==> config.mk <==
export PLATFORM = sky130hd
export DESIGN_NAME = serial_adder_flat
export DESIGN_NICKNAME = d
export VERILOG_FILES = /design/src/rtl/serial_adder_if.sv /design/src/rtl/serial_adder.sv /design/src/flat_wrapper.sv
export SDC_FILE = /design/constraint.sdc
export NUM_CORES = 1
export LEC_CHECK = 0
export ABC_AREA = 1
export CORE_MARGIN = 5
export CORE_UTILIZATION = 30
export CTS_CLUSTER_SIZE = 8
export DETAILED_ROUTE_END_ITERATION = 10
export PLACE_DENSITY = 0.51
export SLEW_MARGIN = 15
export SYNTH_ARGS = -nofsm -noshare
export SYNTH_HDL_FRONTEND = slang
export SYNTH_SLANG_ARGS = --single-unit
==> constraint.sdc <==
create_clock -name clock -period 2 [get_ports clock]
set_clock_uncertainty 0.1 [all_clocks]
set_input_delay 0.4 -clock clock [delete_from_list [all_inputs] [get_ports clock]]
set_output_delay 0.4 -clock clock [all_outputs]
set_load 0.1 [all_outputs]
==> src/rtl/serial_adder_if.sv <==
// Handshake and operand/result bundle for the digit-serial adder.
// The requester holds the master side; the adder holds the slave side.
interface serial_adder_if #(
    parameter int WIDTH = 16
);
    logic             start;
    logic [WIDTH-1:0] a;
    logic [WIDTH-1:0] b;
    logic             cin;
    logic             sub;
    logic             busy;
    logic             done;
    logic [WIDTH-1:0] sum;
    logic             cout;
    logic             overflow;
    logic             zero;

    modport master (
        output start, a, b, cin, sub,
        input  busy, done, sum, cout, overflow, zero
    );

    modport slave (
        input  start, a, b, cin, sub,
        output busy, done, sum, cout, overflow, zero
    );
endinterface

==> src/rtl/serial_adder.sv <==
// Digit-serial adder/subtractor: DIGIT bits per clock through a small ripple
// chain and one carry register; result and flags held until the next start.
module serial_adder #(
    parameter int WIDTH = 16,
    parameter int DIGIT = 1
) (
    input  logic           clock,
    input  logic           reset_n,
    serial_adder_if.slave  bus
);
    localparam int STEPS = WIDTH / DIGIT;
    localparam int CW    = (STEPS > 1) ? $clog2(STEPS) : 1;

    generate
        if (WIDTH < 2 || DIGIT < 1 || (WIDTH % DIGIT) != 0) begin : g_bad_params
            $error("serial_adder: DIGIT must divide WIDTH and WIDTH must be >= 2");
        end
    endgenerate

    typedef enum logic {IDLE, RUN} state_t;

    state_t           state, next_state;
    logic [WIDTH-1:0] a_reg, b_reg, res_reg, res_next;
    logic             carry;
    logic [CW-1:0]    cnt;
    logic             last;
    logic [DIGIT-1:0] dsum;
    logic [DIGIT:0]   c;
    logic [WIDTH-1:0] sum_q;
    logic             cout_q, ovf_q, zero_q, done_q;

    assign last = (cnt == CW'(STEPS - 1));

    // NOTE: every signal written in always_comb gets a default first, so no
    // path through the block leaves it unassigned and infers a latch.
    always_comb begin
        c    = '0;
        dsum = '0;
        c[0] = carry;
        for (int i = 0; i < DIGIT; i++) begin
            dsum[i]  = a_reg[i] ^ b_reg[i] ^ c[i];
            c[i + 1] = (a_reg[i] & b_reg[i]) | (c[i] & (a_reg[i] ^ b_reg[i]));
        end
        // New digit enters at the MSB end; after STEPS shifts the LSB digit sits at bit 0.
        res_next = (res_reg >> DIGIT) | (WIDTH'(dsum) << (WIDTH - DIGIT));
    end

    always_comb begin
        next_state = state;
        case (state)
            IDLE:    if (bus.start) next_state = RUN;
            RUN:     if (last)      next_state = IDLE;
            default: next_state = IDLE;
        endcase
    end

    // NOTE: sequential state uses non-blocking assignments so every register
    // samples the pre-edge values, independent of statement order.
    always_ff @(posedge clock or negedge reset_n) begin
        if (!reset_n) begin
            state <= IDLE;
        end else begin
            state <= next_state;
        end
    end

    always_ff @(posedge clock or negedge reset_n) begin
        if (!reset_n) begin
            a_reg   <= '0;
            b_reg   <= '0;
            res_reg <= '0;
            carry   <= 1'b0;
            cnt     <= '0;
            sum_q   <= '0;
            cout_q  <= 1'b0;
            ovf_q   <= 1'b0;
            zero_q  <= 1'b0;
            done_q  <= 1'b0;
        end else begin
            done_q <= 1'b0;
            case (state)
                IDLE: begin
                    if (bus.start) begin
                        a_reg <= bus.a;
                        b_reg <= bus.sub ? ~bus.b : bus.b;
                        carry <= bus.sub | bus.cin;
                        cnt   <= '0;
                    end
                end
                RUN: begin
                    a_reg   <= a_reg >> DIGIT;
                    b_reg   <= b_reg >> DIGIT;
                    res_reg <= res_next;
                    carry   <= c[DIGIT];
                    cnt     <= cnt + CW'(1);
                    if (last) begin
                        sum_q  <= res_next;
                        cout_q <= c[DIGIT];
                        ovf_q  <= c[DIGIT] ^ c[DIGIT-1];
                        zero_q <= (res_next == '0);
                        done_q <= 1'b1;
                    end
                end
                default: ;
            endcase
        end
    end

    assign bus.busy     = (state == RUN);
    assign bus.done     = done_q;
    assign bus.sum      = sum_q;
    assign bus.cout     = cout_q;
    assign bus.overflow = ovf_q;
    assign bus.zero     = zero_q;
endmodule

==> src/flat_wrapper.sv <==
// flat-port wrapper written by rule: the top's interface ports become plain ports
module serial_adder_flat 
#(
    parameter int WIDTH = 16,
    parameter int DIGIT = 1
)
  (clock, reset_n, bus_start, bus_a, bus_b, bus_cin, bus_sub, bus_busy, bus_done, bus_sum, bus_cout, bus_overflow, bus_zero);
  serial_adder_if #(.WIDTH(WIDTH)) bus_i ();
  input  logic clock;
  input  logic reset_n;
  input wire logic [$bits(bus_i.start)-1:0] bus_start;
  input wire logic [$bits(bus_i.a)-1:0] bus_a;
  input wire logic [$bits(bus_i.b)-1:0] bus_b;
  input wire logic [$bits(bus_i.cin)-1:0] bus_cin;
  input wire logic [$bits(bus_i.sub)-1:0] bus_sub;
  output wire logic [$bits(bus_i.busy)-1:0] bus_busy;
  output wire logic [$bits(bus_i.done)-1:0] bus_done;
  output wire logic [$bits(bus_i.sum)-1:0] bus_sum;
  output wire logic [$bits(bus_i.cout)-1:0] bus_cout;
  output wire logic [$bits(bus_i.overflow)-1:0] bus_overflow;
  output wire logic [$bits(bus_i.zero)-1:0] bus_zero;
  assign bus_i.start = bus_start;
  assign bus_i.a = bus_a;
  assign bus_i.b = bus_b;
  assign bus_i.cin = bus_cin;
  assign bus_i.sub = bus_sub;
  assign bus_busy = bus_i.busy;
  assign bus_done = bus_i.done;
  assign bus_sum = bus_i.sum;
  assign bus_cout = bus_i.cout;
  assign bus_overflow = bus_i.overflow;
  assign bus_zero = bus_i.zero;
  serial_adder #(.WIDTH(WIDTH), .DIGIT(DIGIT)) u_core (.clock(clock), .reset_n(reset_n), .bus(bus_i));
endmodule
==> results_dict.tcl <==
set metrics [dict create \
    outcome "finished clean" \
    p_leak_nw 2.00 \
    worst_pin_slew_ns 0.527 \
    setup_viol 0 \
    nNetsFinal 428 \
    die-area_um2 12900 \
    cts_tree "built" \
    dp.cells 513 \
    ys_seq_area_frac 0.568 \
    dpl.hpwl_mm 4.66 \
    synthesis.nets 368 \
    cts_root_buf "clkbuf_8" \
    powerDensity_nw_per_um2 1710 \
    numClockSinks 73 \
    antenna_found_initial 0 \
    cts_setup_buffers 0 \
    ant_nets 0 \
    seqCellArea_um2 1830 \
    synth_warnings 0 \
    cts_resized 0 \
    cts.clk_slew.worst_paths_ns 0.08 \
    pwr-share-clk 0.200 \
    hold_viol_final 0 \
    cts_made_buffers 9 \
    ir_drop_v 0.000760 \
    track_usage 0.111 \
    combPwrFrac 0.460 \
    ys_types 25 \
    worstPathRequired_ns 1.50 \
    critPathCaptureType "primary output" \
    met3_length_um 334 \
    grt_first_pass_wirelength_mm 11.6 \
    drt_pass1_iterations 4 \
    cp-start-kind "flip-flop" \
    syn_to_final_growth_pct 34.8 \
    p_sw_mw 3.18 \
    start_util 0.310 \
    worstReg2RegEnd "u_core.bus.zero" \
    reg2regPathDepth 7 \
    met1_length_mm 3.14 \
    placementRows 37 \
    clock_latency_ns 0.34 \
    synth_cells 329 \
    insertedDiodeCount 0 \
    hold_path_class "reg2reg" \
    wl_mm 6.65 \
    crit_type "reg2out" \
    rrSetupSlack_ns 0.31 \
    p_seq_frac 0.340 \
    core_area_um2 10400 \
    htree_levels 3 \
    pin_count 58 \
    worstReg2RegStart "u_core.cnt[0]" \
    hold_end "u_core.bus.sum[1]" \
    wl_met2_mm 3.11 \
    hold_path_depth 2 \
    drc 0 \
    rsz0062_at_grt "no" \
    final_cells 530 \
    grt-ovfl-total 0 \
    drive_above_1_share 0.170 \
    worstPathArrival_ns 1.41 \
    via_count 2325 \
    critPathMaxFanout 13 \
    postCtsHoldBufs 1 \
    dr.max_layer_used "met4" \
    slew_headroom 0.649 \
    synth_area_um2 3220 \
    fillers 1066 \
    place_congestion 0.726 \
    crit_path_start "u_core.bus.busy" \
    wl_per_cell_um 12.5 \
    syn_area_per_cell_um2 9.77 \
    drt_iter0_markers 118 \
    fmax_mhz 524 \
    clk_path_buf_depth 2 \
    ys_seq_elements 73 \
    period_share 0.955 \
    fin_setup_tns_ns 0 \
    drv_cap 0 \
    die_h_um 114 \
    grt_pass1_vias 2419 \
    drv_slew 0 \
    switching_share 0.430 \
    internal-power_mw 4.22 \
    grt_max_degree 42 \
    die_w_um 114 \
    worstHoldStart "u_core.bus.sum[1]" \
    multiInputGateArea_um2 1180 \
    io_buffers 57 \
    fin_crit_ns 1.91 \
    via_per_inst 4.39 \
]
cells in the mapped netlist, drive strengths merged:
library cell    n  share of area
a21oi           1         0.0016
nor2           13          0.023
dfrtp          73           0.57
clkbuf          1         0.0012
xnor2          17          0.046
ha              1         0.0039
a22o            1         0.0027
inv            20          0.024
a22oi          17          0.040
nand4           1         0.0019
fa              1         0.0062
nand3          14          0.022
buf            16          0.040
o21ai          46          0.087
nand2         106           0.13
o211ai          1         0.0023
cell families after synthesis:
kind of cell	synth area share
flops	0.568
compound gates	0.133
buf+inv	0.0654
fa+ha+maj	0.0101
xor+xnor	0.0463
simple gates	0.177
critical path: stages, from the launching register on:
cell and delay (ns):
dfrtp_2 0.58, buf_4 0.29, buf_12 0.20
power by group through the flow:
stage / combinational [mW] / clock, mW / sequential [mW]
finish: 3.40 / 1.48 / 2.51
global route: 3.69 / 1.61 / 2.60
CTS: 3.45 / 1.53 / 2.52
detailed placement: 3.45 / 0 / 2.54
global placement: 3.41 / 0 / 2.52
floorplan: 1.38 / 0 / 3.49
cells in the final DEF (no fill, tap or decap), types with 3 or more instances in the layout:
cell,n
a22oi_1,17
clkdlybuf4s50_1,35
o21ai_1,8
buf_12,19
dfrtp_1,72
nand2_1,103
nor2_1,11
bufinv_16,4
o21ai_2,13
nand2_4,3
inv_1,17
xnor2_1,17
o21ai_0,25
clkbuf_8,9
buf_4,11
nand3_1,14
worst max path at each step:
stage,to,slack [ns],cells after the start
after global routing,bus_busy,0.02,2
after floorplan,u_core.bus.sum[12],0.10,7
final,bus_busy,0.09,2
after CTS,bus_busy,0.07,2
after global placement,u_core.cnt[3],0.28,6
after detailed placement,u_core.b_reg[10],0.23,5
through the flow:
step                      total power, mW  cell area [um^2]  setup WS (ns)   util  hold slack, ns
final                                7.40              4340         0.0902  0.418           0.396
after global routing                 7.90              4340         0.0197  0.418           0.433
after CTS                            7.51              4340         0.0659  0.418           0.395
after detailed placement             5.99              4070          0.234  0.392           0.320
after global placement               5.93              4070          0.280  0.392           0.318
after floorplan                      4.87              3220          0.101      -         0.00441
layer usage:
| layer | up-vias | track usage |
|---|---|---|
| li1 | 1186 | - |
| met3 | 4 | 0.0366 |
| met2 | 52 | 0.178 |
| met4 | 0 | 0.0313 |
| met5 | - | 0 |
| met1 | 1083 | 0.144 |
layout make-up:
cell class | instances | area share
Clock buffer | 10 | 0.0294
Clock inverter | 6 | 0.0300
Inverter | 20 | 0.0179
Multi-Input combinational cell | 219 | 0.272
Sequential cell | 73 | 0.422
Tap cell | 136 | 0.0392
Timing Repair Buffer | 66 | 0.190
No activity file was read; power rests on OpenSTA's default activity.
